## config.mk

```make
export PLATFORM = sky130hd
export DESIGN_NAME = alu8
export DESIGN_NICKNAME = d
export VERILOG_FILES = /design/src/rtl/alu_pkg.sv /design/src/rtl/alu8.sv
export SDC_FILE = /design/constraint.sdc
export NUM_CORES = 1
export LEC_CHECK = 0
export ABC_CLOCK_PERIOD_IN_PS = 6760
export CAP_MARGIN = 20
export CORE_MARGIN = 3
export CORE_UTILIZATION = 38
export DETAILED_ROUTE_END_ITERATION = 8
export PLACE_DENSITY = 0.66
export RECOVER_POWER = 50
export SLEW_MARGIN = 10
export SYNTH_ARGS = -nofsm -noshare
export SYNTH_HDL_FRONTEND = slang
export SYNTH_SLANG_ARGS = --single-unit
```

## constraint.sdc

```tcl
create_clock -name vclk -period 6.76
set_clock_uncertainty 0.15 [all_clocks]
set_input_delay 1.69 -clock vclk [all_inputs]
set_output_delay 1.69 -clock vclk [all_outputs]
set_load 0.01 [all_outputs]
```

## src/rtl/alu_pkg.sv

```systemverilog
// Shared definitions for the 8-bit ALU and the 16-bit op sequencer that reuses it.
package alu_pkg;

  localparam logic [4:0] ALU_ADD  = 5'd0;
  localparam logic [4:0] ALU_ADC  = 5'd1;
  localparam logic [4:0] ALU_SUB  = 5'd2;
  localparam logic [4:0] ALU_SBC  = 5'd3;
  localparam logic [4:0] ALU_AND  = 5'd4;
  localparam logic [4:0] ALU_XOR  = 5'd5;
  localparam logic [4:0] ALU_OR   = 5'd6;
  localparam logic [4:0] ALU_CP   = 5'd7;
  localparam logic [4:0] ALU_INC  = 5'd8;
  localparam logic [4:0] ALU_DEC  = 5'd9;
  localparam logic [4:0] ALU_RLC  = 5'd10;
  localparam logic [4:0] ALU_RRC  = 5'd11;
  localparam logic [4:0] ALU_RL   = 5'd12;
  localparam logic [4:0] ALU_RR   = 5'd13;
  localparam logic [4:0] ALU_SLA  = 5'd14;
  localparam logic [4:0] ALU_SRA  = 5'd15;
  localparam logic [4:0] ALU_SWAP = 5'd16;
  localparam logic [4:0] ALU_SRL  = 5'd17;
  localparam logic [4:0] ALU_BIT  = 5'd18;
  localparam logic [4:0] ALU_RES  = 5'd19;
  localparam logic [4:0] ALU_SET  = 5'd20;

  localparam int FLAG_Z = 7;
  localparam int FLAG_N = 6;
  localparam int FLAG_H = 5;
  localparam int FLAG_C = 4;

  localparam logic [7:0] F_Z  = 8'h80;
  localparam logic [7:0] F_C  = 8'h10;
  localparam logic [7:0] F_HC = 8'h30;

  typedef enum logic [1:0] {OP16_ADD, OP16_ADD_SP, OP16_INC, OP16_DEC} op16_e;
  typedef enum logic [1:0] {ST_IDLE, ST_LO, ST_HI, ST_DONE} seq_state_e;

endpackage

```

## src/rtl/alu8.sv

```systemverilog
// SM83 8-bit ALU, purely combinational. BIT/RES/SET take the bit index from regB[2:0].
module alu8
  import alu_pkg::*;
(
  input  logic [7:0] regA,
  input  logic [7:0] regB,
  input  logic [4:0] opcode,
  input  logic [7:0] flagsIn,
  output logic [7:0] res,
  output logic [7:0] flagsOut
);
  logic       cin;
  logic [8:0] wide;
  logic [4:0] nib;
  logic [7:0] mask;

  always_comb begin
    res      = regA;
    flagsOut = flagsIn;
    cin      = ((opcode == ALU_ADC) || (opcode == ALU_SBC)) && flagsIn[FLAG_C];
    wide     = '0;
    nib      = '0;
    mask     = 8'h01 << regB[2:0];
    case (opcode)
      ALU_ADD, ALU_ADC: begin
        wide = {1'b0, regA} + {1'b0, regB} + {8'b0, cin};
        nib  = {1'b0, regA[3:0]} + {1'b0, regB[3:0]} + {4'b0, cin};
        res  = wide[7:0];
        flagsOut[7:4] = {wide[7:0] == 8'h00, 1'b0, nib[4], wide[8]};
      end
      ALU_SUB, ALU_SBC, ALU_CP: begin
        wide = {1'b0, regA} - {1'b0, regB} - {8'b0, cin};
        nib  = {1'b0, regA[3:0]} - {1'b0, regB[3:0]} - {4'b0, cin};
        if (opcode != ALU_CP) res = wide[7:0];
        flagsOut[7:4] = {wide[7:0] == 8'h00, 1'b1, nib[4], wide[8]};
      end
      ALU_AND: begin res = regA & regB; flagsOut[7:4] = {res == 8'h00, 3'b010}; end
      ALU_XOR: begin res = regA ^ regB; flagsOut[7:4] = {res == 8'h00, 3'b000}; end
      ALU_OR:  begin res = regA | regB; flagsOut[7:4] = {res == 8'h00, 3'b000}; end
      ALU_INC: begin
        res = regA + 8'h01;
        flagsOut[7:5] = {res == 8'h00, 1'b0, regA[3:0] == 4'hF};
      end
      ALU_DEC: begin
        res = regA - 8'h01;
        flagsOut[7:5] = {res == 8'h00, 1'b1, regA[3:0] == 4'h0};
      end
      ALU_RLC:  begin res = {regA[6:0], regA[7]};          flagsOut[7:4] = {res == 8'h00, 2'b00, regA[7]}; end
      ALU_RRC:  begin res = {regA[0], regA[7:1]};          flagsOut[7:4] = {res == 8'h00, 2'b00, regA[0]}; end
      ALU_RL:   begin res = {regA[6:0], flagsIn[FLAG_C]};  flagsOut[7:4] = {res == 8'h00, 2'b00, regA[7]}; end
      ALU_RR:   begin res = {flagsIn[FLAG_C], regA[7:1]};  flagsOut[7:4] = {res == 8'h00, 2'b00, regA[0]}; end
      ALU_SLA:  begin res = {regA[6:0], 1'b0};             flagsOut[7:4] = {res == 8'h00, 2'b00, regA[7]}; end
      ALU_SRA:  begin res = {regA[7], regA[7:1]};          flagsOut[7:4] = {res == 8'h00, 2'b00, regA[0]}; end
      ALU_SWAP: begin res = {regA[3:0], regA[7:4]};        flagsOut[7:4] = {res == 8'h00, 3'b000}; end
      ALU_SRL:  begin res = {1'b0, regA[7:1]};             flagsOut[7:4] = {res == 8'h00, 2'b00, regA[0]}; end
      ALU_BIT:  flagsOut[7:5] = {(regA & mask) == 8'h00, 2'b01};
      ALU_RES:  res = regA & ~mask;
      ALU_SET:  res = regA | mask;
      default: ;
    endcase
  end
endmodule

```

# After elaboration in Yosys (flattened, before gate mapping)
# Cells that the tools add are included.
[word_totals] reg_bits=0 latch_bits=0 ramBits=0 romBits=0 in_bits=29 output_inout_bits=16 word_cells=69 memories=0
[op_classes] addsub=10 mul=0 div=0 magnitude_cmp=0 n_eq_ne=22 shifts=1 muxes=4 bitwise_logic=7 n_reduce_logical=25
[op_table] operator="8-bit one-hot mux with 17 select lines" count=1
[op_table] operator="8-bit logical NOT" count=14
[op_table] operator="3-bit one-hot mux with 16 select lines" count=1
[op_table] operator="5-bit by 4-bit equality test with 1-bit output, second input constant" count=8
[op_table] operator="5-bit equality test, second input constant" count=5
[op_table] operator="8-bit bitwise AND" count=3
[op_table] operator="5-bit by 3-bit equality test with 1-bit output, second input constant" count=4
[op_table] operator="8-bit OR" count=2
[op_table] operator="7-bit logical NOT" count=2
[op_table] operator="5-bit by 2-bit equality test with 1-bit output, second input constant" count=2
[op_table] operator="8-bit by 8-bit adder with 9-bit output" count=1
[op_table] operator="9-bit by 1-bit adder with 9-bit output" count=1
[op_table] operator="8-bit by 8-bit subtractor with 9-bit output" count=1
[op_table] operator="9-bit by 1-bit subtractor with 9-bit output" count=1
[op_table] operator="8-bit by 1-bit adder with 8-bit output, second input constant" count=1
[op_table] operator="8-bit two-way mux" count=1
[op_table] operator="8-bit inverter" count=1
[op_table] operator="4-bit OR reduction" count=2
[op_table] operator="1-bit by 3-bit left shift with 8-bit output, first input constant" count=1
[op_table] operator="8-bit by 1-bit subtractor with 8-bit output, second input constant" count=1
[op_table] operator="8-bit bitwise XOR" count=1
[op_table] operator="3-bit OR reduction" count=2
[op_table] operator="4-bit by 4-bit adder with 5-bit output" count=1
[op_table] operator="5-bit by 1-bit adder with 5-bit output" count=1
[op_table] operator="11 further kinds" count=11

# Logic depth before layout (Yosys ltp)
# Gate-level depths: netlist (run 1).
[logic_depth] depth_word=6 ltp_mapped=14 mapped_depth_nobuf=12

# Worst setup path after synthesis (run 1)
# No wires, ideal clock.
[synth_timing] path_type="input to output" start="in opcode[0]" end="out flagsOut[4]" arrival_time_ns=4.532 setup_slack_ns=0.388 path_stages=13 path_buffers=3 path_cell_list="clkbuf_1 > buf_2 > buf_1 > nand4_1 > fa_1 > inv_1 > fa_1 > nand2b_1 > a2111oi_0 > o31ai_1 > xnor2_1 > a222oi_1 > a21oi_1"
[synth_via] elab_chain_cells=5 elab_cells_between_ends=26 cone_classes="add/sub (2); eq/ne (15); mux (1); reduce/logical (8)"
[synth_lines] element="from (decl)" line="alu8.sv:7" rtl="input logic [4:0] opcode,"
[synth_lines] element="5-bit by 1-bit equality test with 1-bit output / 5-bit by 2-bit equality test with 1-bit output (equally long branches)" line="alu8.sv:20, alu8.sv:24"
[synth_lines] element="1-bit logical OR" line="alu8.sv:20" rtl="cin = ((opcode == ALU_ADC) || (opcode == ALU_SBC)) && flagsIn[FLAG_C];"
[synth_lines] element="1-bit logical AND" line="alu8.sv:20"
[synth_lines] element="9-bit by 1-bit subtractor with 9-bit output / 9-bit by 1-bit adder with 9-bit output (equally long branches)" line="alu8.sv:32, alu8.sv:26"
[synth_lines] element="1-bit one-hot mux with 5 select lines *" line="alu8.sv:24" rtl="case (opcode)"
[synth_lines] element="to (decl)" line="alu8.sv:10" rtl="output logic [7:0] flagsOut"
# Every way passes the cells marked *; elsewhere a longest branch is shown, timed or not.

# Worst setup path after layout (run 1)
[layout_timing] start="in opcode[3]" end="out flagsOut[5]"
[layout_via] elab_chain_cells=5 elab_cells_between_ends=26 cone_classes="add/sub (2); eq/ne (18); mux (1); reduce/logical (5)"
[layout_lines] element="5-bit by 1-bit equality test with 1-bit output / 5-bit by 2-bit equality test with 1-bit output (equally long branches)" line="alu8.sv:20, alu8.sv:24"
[layout_lines] element="1-bit logical OR" line="alu8.sv:20"
[layout_lines] element="1-bit logical AND" line="alu8.sv:20"
[layout_lines] element="5-bit by 1-bit subtractor with 5-bit output / 5-bit by 1-bit adder with 5-bit output (equally long branches)" line="alu8.sv:33, alu8.sv:27"
[layout_lines] element="3-bit one-hot mux with 16 select lines *" line="alu8.sv:24"
# Marks and branches as above.

==> results of run 1 <==
[power groups by stage]
stage | Sequential, mW | Combinational [mW] | Clock [mW]
2_1_floorplan | 0 | 0.167 | 0
3_3_place_gp | 0 | 0.290 | 0
3_5_place_dp | 0 | 0.289 | 0
4_1_cts | 0 | 0.292 | 0
5_1_grt | 0 | 0.325 | 0
6_report | 0 | 0.302 | 0
[cells in the final DEF, fill, tap and decap left out, types with 9 or more instances in the layout]
cell type        Yosys  final
buf_4                5     64
nor2_1              38     37
ha_1                35     35
nand2_1             30     30
clkdlybuf4s50_1      0     29
inv_1               27     27
a21oi_1             27     27
nor3_1              19     19
o21ai_0             17     16
nand3_1             15     15
a221oi_1             9      9
a22oi_1              9      9
xnor2_1             10      9
xor2_1               9      9
[final timing paths]
path	start	endpoint	slack, ns
setup / recovery	opcode[3]	flagsOut[5]	0.14
hold / removal	flagsIn[1]	flagsOut[1]	3.23
[through the flow]
step	std cells	setup TNS, ns
2_1_floorplan	434	0
3_3_place_gp	597	-0.293
3_5_place_dp	597	-0.574
4_1_cts	597	0
5_1_grt	598	-0.0544
6_report	598	0
[layout make-up]
class / instances / area, um2
fill: 735 / 3590
multi-input combinational: 370 / 2680
timing repair buffer: 101 / 871
tap: 99 / 124
inverter: 28 / 105
[cell usage after synthesis (4+ instances only)]
library cell	count
xnor2_1	10
a221oi_1	9
buf_1	4
o22ai_1	5
a211oi_1	6
a22o_1	5
nor3_1	19
nand4_1	8
nand2_1	30
nor2_1	38
o2111ai_1	5
nor4_1	8
fa_1	4
buf_4	5
buf_2	12
o21a_1	4
clkbuf_1	13
a211o_1	4
inv_1	27
o31ai_1	4
nand3_1	15
ha_1	35
nand3b_1	7
a22oi_1	9
o21ai_0	17
o211ai_1	8
nand2b_1	7
nor2b_1	8
or4_1	5
xor2_1	9
a21oi_1	27
[per-layer routing]
layer	wire, um	global-route usage, %
met1	5560	41.6
met2	5760	45.8
met3	1240	3.93
met4	508	9.39
met5	0	0
[cell families (layout without fill, tap and decap cells)]
logic type                 count (synthesis)  after routing
and+or+nand+nor                          169            169
AOI/OAI and AO/OA                        139            139
buffers and inverters                     64            129
adders and majority gates                 39             39
xor gates and xnor gates                  19             19
muxes                                      4              4
[worst max-delay path: cells and delay by family]
family / cells / cell delay [ns]
and+or+nand+nor: 2 / 0.20
buffers and inverters: 4 / 1.19
adders and majority gates: 2 / 0.82
AOI/OAI and AO/OA: 6 / 0.86
[timing repair]
action                     4_1_cts  5_1_grt
hold endpoints to repair         0        0
gates resized for setup          6       12
setup endpoints to repair        6        8
pin swaps                        3        4
buffers inserted                 0        1
==> summary.md, run 1 <==
| Metric | Value |
|---|---|
| Post-Route Utilization | `51.2%` |
| Die Wd | `between 90 and 100 um` |
| Synth top area share | `14.9%` |
| Syn Inst Count | `between 400 and 500` |
| Cell depth of the worst hold path | `0` |
| Hold buffer count at CTS | `0` |
| Crit path required time | `4.92 ns` |
| Initial drt markers | `around 450` |
| Io pins | `between 40 and 50` |
| Crit end category | `output port` |
| CORE AREA | `7370 um2` |
| Final WL | `13.1 mm` |
| Total Power | `0.302 mW` |
| Area grow syn2layout | `28.6%` |
| GRT overflow | `0` |
| WL/cell | `21.9 um` |
| Finished Cell Area | `roughly 3800 um2` |
| Crit path DAT | `4.78 ns` |
| Worst VDD drop | `0.0462 mV` |
| Syn_area_per_cell | `6.76 um2` |
| Yosys cell types | `between 70 and 80` |
| XOR/XNOR share of the synthesized area | `5.67%` |
| Part of the cycle the worst path needs | `a little over nine tenths` |
| CP peak stage delay | `0.50 ns` |
| Critical path, cell by cell | `clkdlybuf4s50_1 > nor2_2 > nand4_1 > inv_1 > fa_1 > fa_2 > a21o_1 > a21oi_1 > buf_4 > o22ai_1 > a21oi_1 > o211ai_1 > o21a_1 > clkdlybuf4s50_1` |
| Ant diodes | `0` |
| Post-Synth Adder-Cell Area | `17.6%` |
| Synth Net Count | `about 500` |
| Tot GR Track Use | `between 20% and 30%` |
| Startpoint class of the critical path | `input port` |
| Outcome | `finished clean` |
| Syn. warnings | `0` |
| Slew HR | `between 40% and 50%` |
| DRC viols | `0` |
| Synth Area in Simple Gates | `31.3%` |
| P_leak | `1.62 nW` |
| Area contributors post-synth | `ha_1, nor2_1, a21oi_1` |
| Vias in the first global route | `~3.6k` |
| Initial core utilization | `roughly two fifths` |
| Worst Hold Class | `in -> out` |
| Die Footprint | `8820 um2` |
| Reg power frac | `0%` |
| Max Slew Vio Count | `0` |
| Reg area | `0 um2` |
| Tmin final | `6.62 ns` |
| Antenna violations before repair | `0` |
| Slew @ Worst Pin | `~0.8 ns` |
| Endpoints failing hold | `0` |
| Clock buf count | `0` |
| Total internal power | `between 0.1 and 0.15 mW` |
| Seq cells | `0` |
| Crit Path Class | `in -> out` |
| Final ANT Viol Nets | `0` |
| Main combinational cell family by area after synthesis | `compound AO/OA/AOI/OAI gates` |
| Seq/Total Area, Yosys | `0%` |
| Setup slack after layout | `0.140 ns` |
| DP Wirelength | `10.2 mm` |
| PortBufs | `37` |
| P_sw | `0.168 mW` |
| Synth Area in Compound Gates | `34.0%` |
| Place WS | `-0.155 ns` |
| Standard-cell rows | `31` |
| Total Nets Final | `between 500 and 600` |
| Mux contribution to synthesized area | `1.79%` |
| Via/cell ratio | `around 6.5` |
| Sw frac | `55.9%` |
| Layout cells sized above 1 | `17.4%` |
| Max-cap viol count | `0` |
| Netlist Area Pre-Place | `2940 um2` |
| Post-Place Cell Area | `3720 um2` |
| Routability cong. | `roughly 1.1` |
| Finish-stage setup viols | `0` |
| Combinational Power Share | `between 90% and 100%` |
| Crit-path max FO | `4` |
| Via count | `3911` |
| Max stage delay cell, worst path | `clkdlybuf4s50_1` |
| Global-route wire length before repair | `20.4 mm` |
| Total power divided by cell area | `79.8 nW/um2` |
| Cell taking the most area after synthesis | `ha_1` |
| Fmax | `151 MHz` |
| Hold WS | `between 3 and 4 ns` |
| DRT Pass-1 Iters | `7` |
| Clock Power Share | `0%` |
| Pin count of the biggest net entering global routing | `30` |
| Die span in y | `approximately 94 um` |
Power figures use the tool's default switching activity.
==> run 2: changes to the inputs <==
- CAP_MARGIN: 20 -> unset
==> results of run 2 <==
No change in the layout: final DEF, timing and power equal those of run 1.
==> run 3: changes to the inputs <==
- CORE_MARGIN: 3 -> 1.5
- PLACE_DENSITY: 0.66 -> 0.72
==> run 3 against run 2 <==
Count of clock-buffer cells in the layout unchanged. Setup slack got worse by 0.017 ns. Critical path depth unchanged. Sequential share of layout area unchanged. Via count decreased by 0.41%. Non-clock buffer count decreased by 6. Wire length decreased by 2.0%. Combinational power about the same. First-iteration DRC count increased by 32%. Utilization decreased by 0.31 points. Design area decreased by 0.60%. Final cell count decreased by 1.0%. Critical endpoint is now flagsOut[4].
==> summary.md, run 3 (synthesized netlist as in run 1, its figures left out) <==
| Metric | Value |
|---|---|
| Most frequent cells in the layout | `buf_4, nor2_1, ha_1` |
| Crit-path max FO | `2` |
| CP top delay family | `buffers and inverters` |
| Reg area | `0 um2` |
| P_sw | `0.172 mW` |
| Outcome | `finished clean` |
| Fmax | `151 MHz` |
| Worst Hold Class | `in -> out` |
| Worst VDD drop | `~0.062 mV` |
| Seq cells | `0` |
| Slew HR | `63.6%` |
| DRC viols | `0` |
| Die span in y | `90.9 um` |
| Crit Path Class | `in -> out` |
| Combinational Power Share | `100.0%` |
| Slew @ Worst Pin | `0.542 ns` |
| Fillers | `755` |
| Area grow syn2layout | `27.9%` |
| Finish-stage setup viols | `0` |
| Total Nets Final | `roughly 560` |
| CORE AREA | `7370 um2` |
| Crit path DAT | `4.80 ns` |
| Post-Place Cell Area | `3680 um2` |
| Ant diodes | `0` |
| Startpoint class of the critical path | `input port` |
| Routability cong. | `~1.1` |
| Hold WS | `3.23 ns` |
| Via/cell ratio | `6.58` |
| WP buf/inv | `4` |
| CP peak stage delay | `0.45 ns` |
| PortBufs | `37` |
| P_leak | `1.57 nW` |
| Io pins | `45` |
| Antenna violations before repair | `0` |
| Clock buf count | `0` |
| GRT overflow | `0` |
| RSZ-0062 raised after global routing | `no` |
| Standard-cell rows | `31` |
| Finished Cell Area | `3750 um2` |
| Final WL | `between 10 and 15 mm` |
| Total internal power | `0.131 mW` |
| Global-route wire length before repair | `19.8 mm` |
| Die Wd | `90.9 um` |
| Pin count of the biggest net entering global routing | `30` |
| Crit path required time | `about 4.9 ns` |
| Most common cell after layout, fill and taps aside | `buf_4` |
| Max stage delay cell, worst path | `clkdlybuf4s50_1` |
| Post-Route Utilization | `between 50% and 60%` |
| Max-cap viol count | `0` |
| DRT Pass-1 Iters | `7` |
| Via count | `3895` |
| Endpoints failing hold | `0` |
| DP Wirelength | `9.99 mm` |
| Tot GR Track Use | `30.0%` |
| Part of the cycle the worst path needs | `between 90% and 100%` |
| Final ANT Viol Nets | `0` |
| Critical path, cell by cell | `clkdlybuf4s50_1 > nor2_2 > nand4_1 > fa_2 > inv_1 > fa_1 > nand2b_1 > a2111oi_4 > buf_4 > o31ai_2 > xnor2_1 > a222oi_1 > a21oi_1 > dlygate4sd2_1` |
| Vias in the first global route | `3555` |
| Layout cells sized above 1 | `17.4%` |
| Initial core utilization | `39.8%` |
| Total power divided by cell area | `80.7 nW/um2` |
| Initial drt markers | `596` |
| WL/cell | `21.6 um` |
| Tmin final | `6.64 ns` |
| Max Slew Vio Count | `0` |
| Crit end category | `output port` |
| Clock Power Share | `0%` |
| Sw frac | `56.8%` |
| Total Power | `0.303 mW` |
| Reg power frac | `0%` |
| Die Footprint | `8260 um2` |
==> run 3: cell types whose count changed in the layout (fill, tap and decap cells not counted), sizes merged <==
cell          before  now
dlygate4sd2        0    2
dlygate4sd3        0    1
buf               64   58
dlymetal6s2s       8    5
==> run 3: through the flow <==
step	instances	worst slack, ns	TNS, ns
finish	592	0.124	0
global route	592	0.0115	0
CTS	592	0.0180	0
detailed placement	591	-0.207	-0.900
global placement	591	-0.151	-0.542
floorplan	434	0.388	0
==> run 3: cell type report <==
class / count / area [um2] / share of cell area (%)
multi-input cells: 370 / 2710 / 72.2
repair buffers: 95 / 816 / 21.7
well taps: 99 / 124 / 3.30
inverters: 28 / 105 / 2.80
==> run 3: power groups by stage <==
stage                     clock (mW)  combinational, mW  sequential, mW
after floorplan                    0              0.167               0
after global placement             0              0.283               0
after detailed placement           0              0.286               0
after CTS                          0              0.293               0
after global routing               0              0.322               0
final                              0              0.303               0
==> run 3: final timing paths <==
check | start | end | cells after the start
worst max-delay path | opcode[3] | flagsOut[4] | 14
worst min-delay path | flagsIn[1] | flagsOut[1] | 0
==> run 3: repair_timing <==
action	CTS	global route
gates resized for setup	11	10
endpoints found under the setup margin	7	8
pin swaps	5	7
hold buffers	0	0
setup buffers	1	0
hold endpoints to repair	0	0
==> run 3: layer usage <==
layer  vias up  track usage [%]  part of all wire, %
met5         -                0                    0
met2       267             47.7                   45
li1       1762                -                    -
met1      1825             41.7                   41
met3        41             2.19                  9.6
met4         0             12.1                  4.4
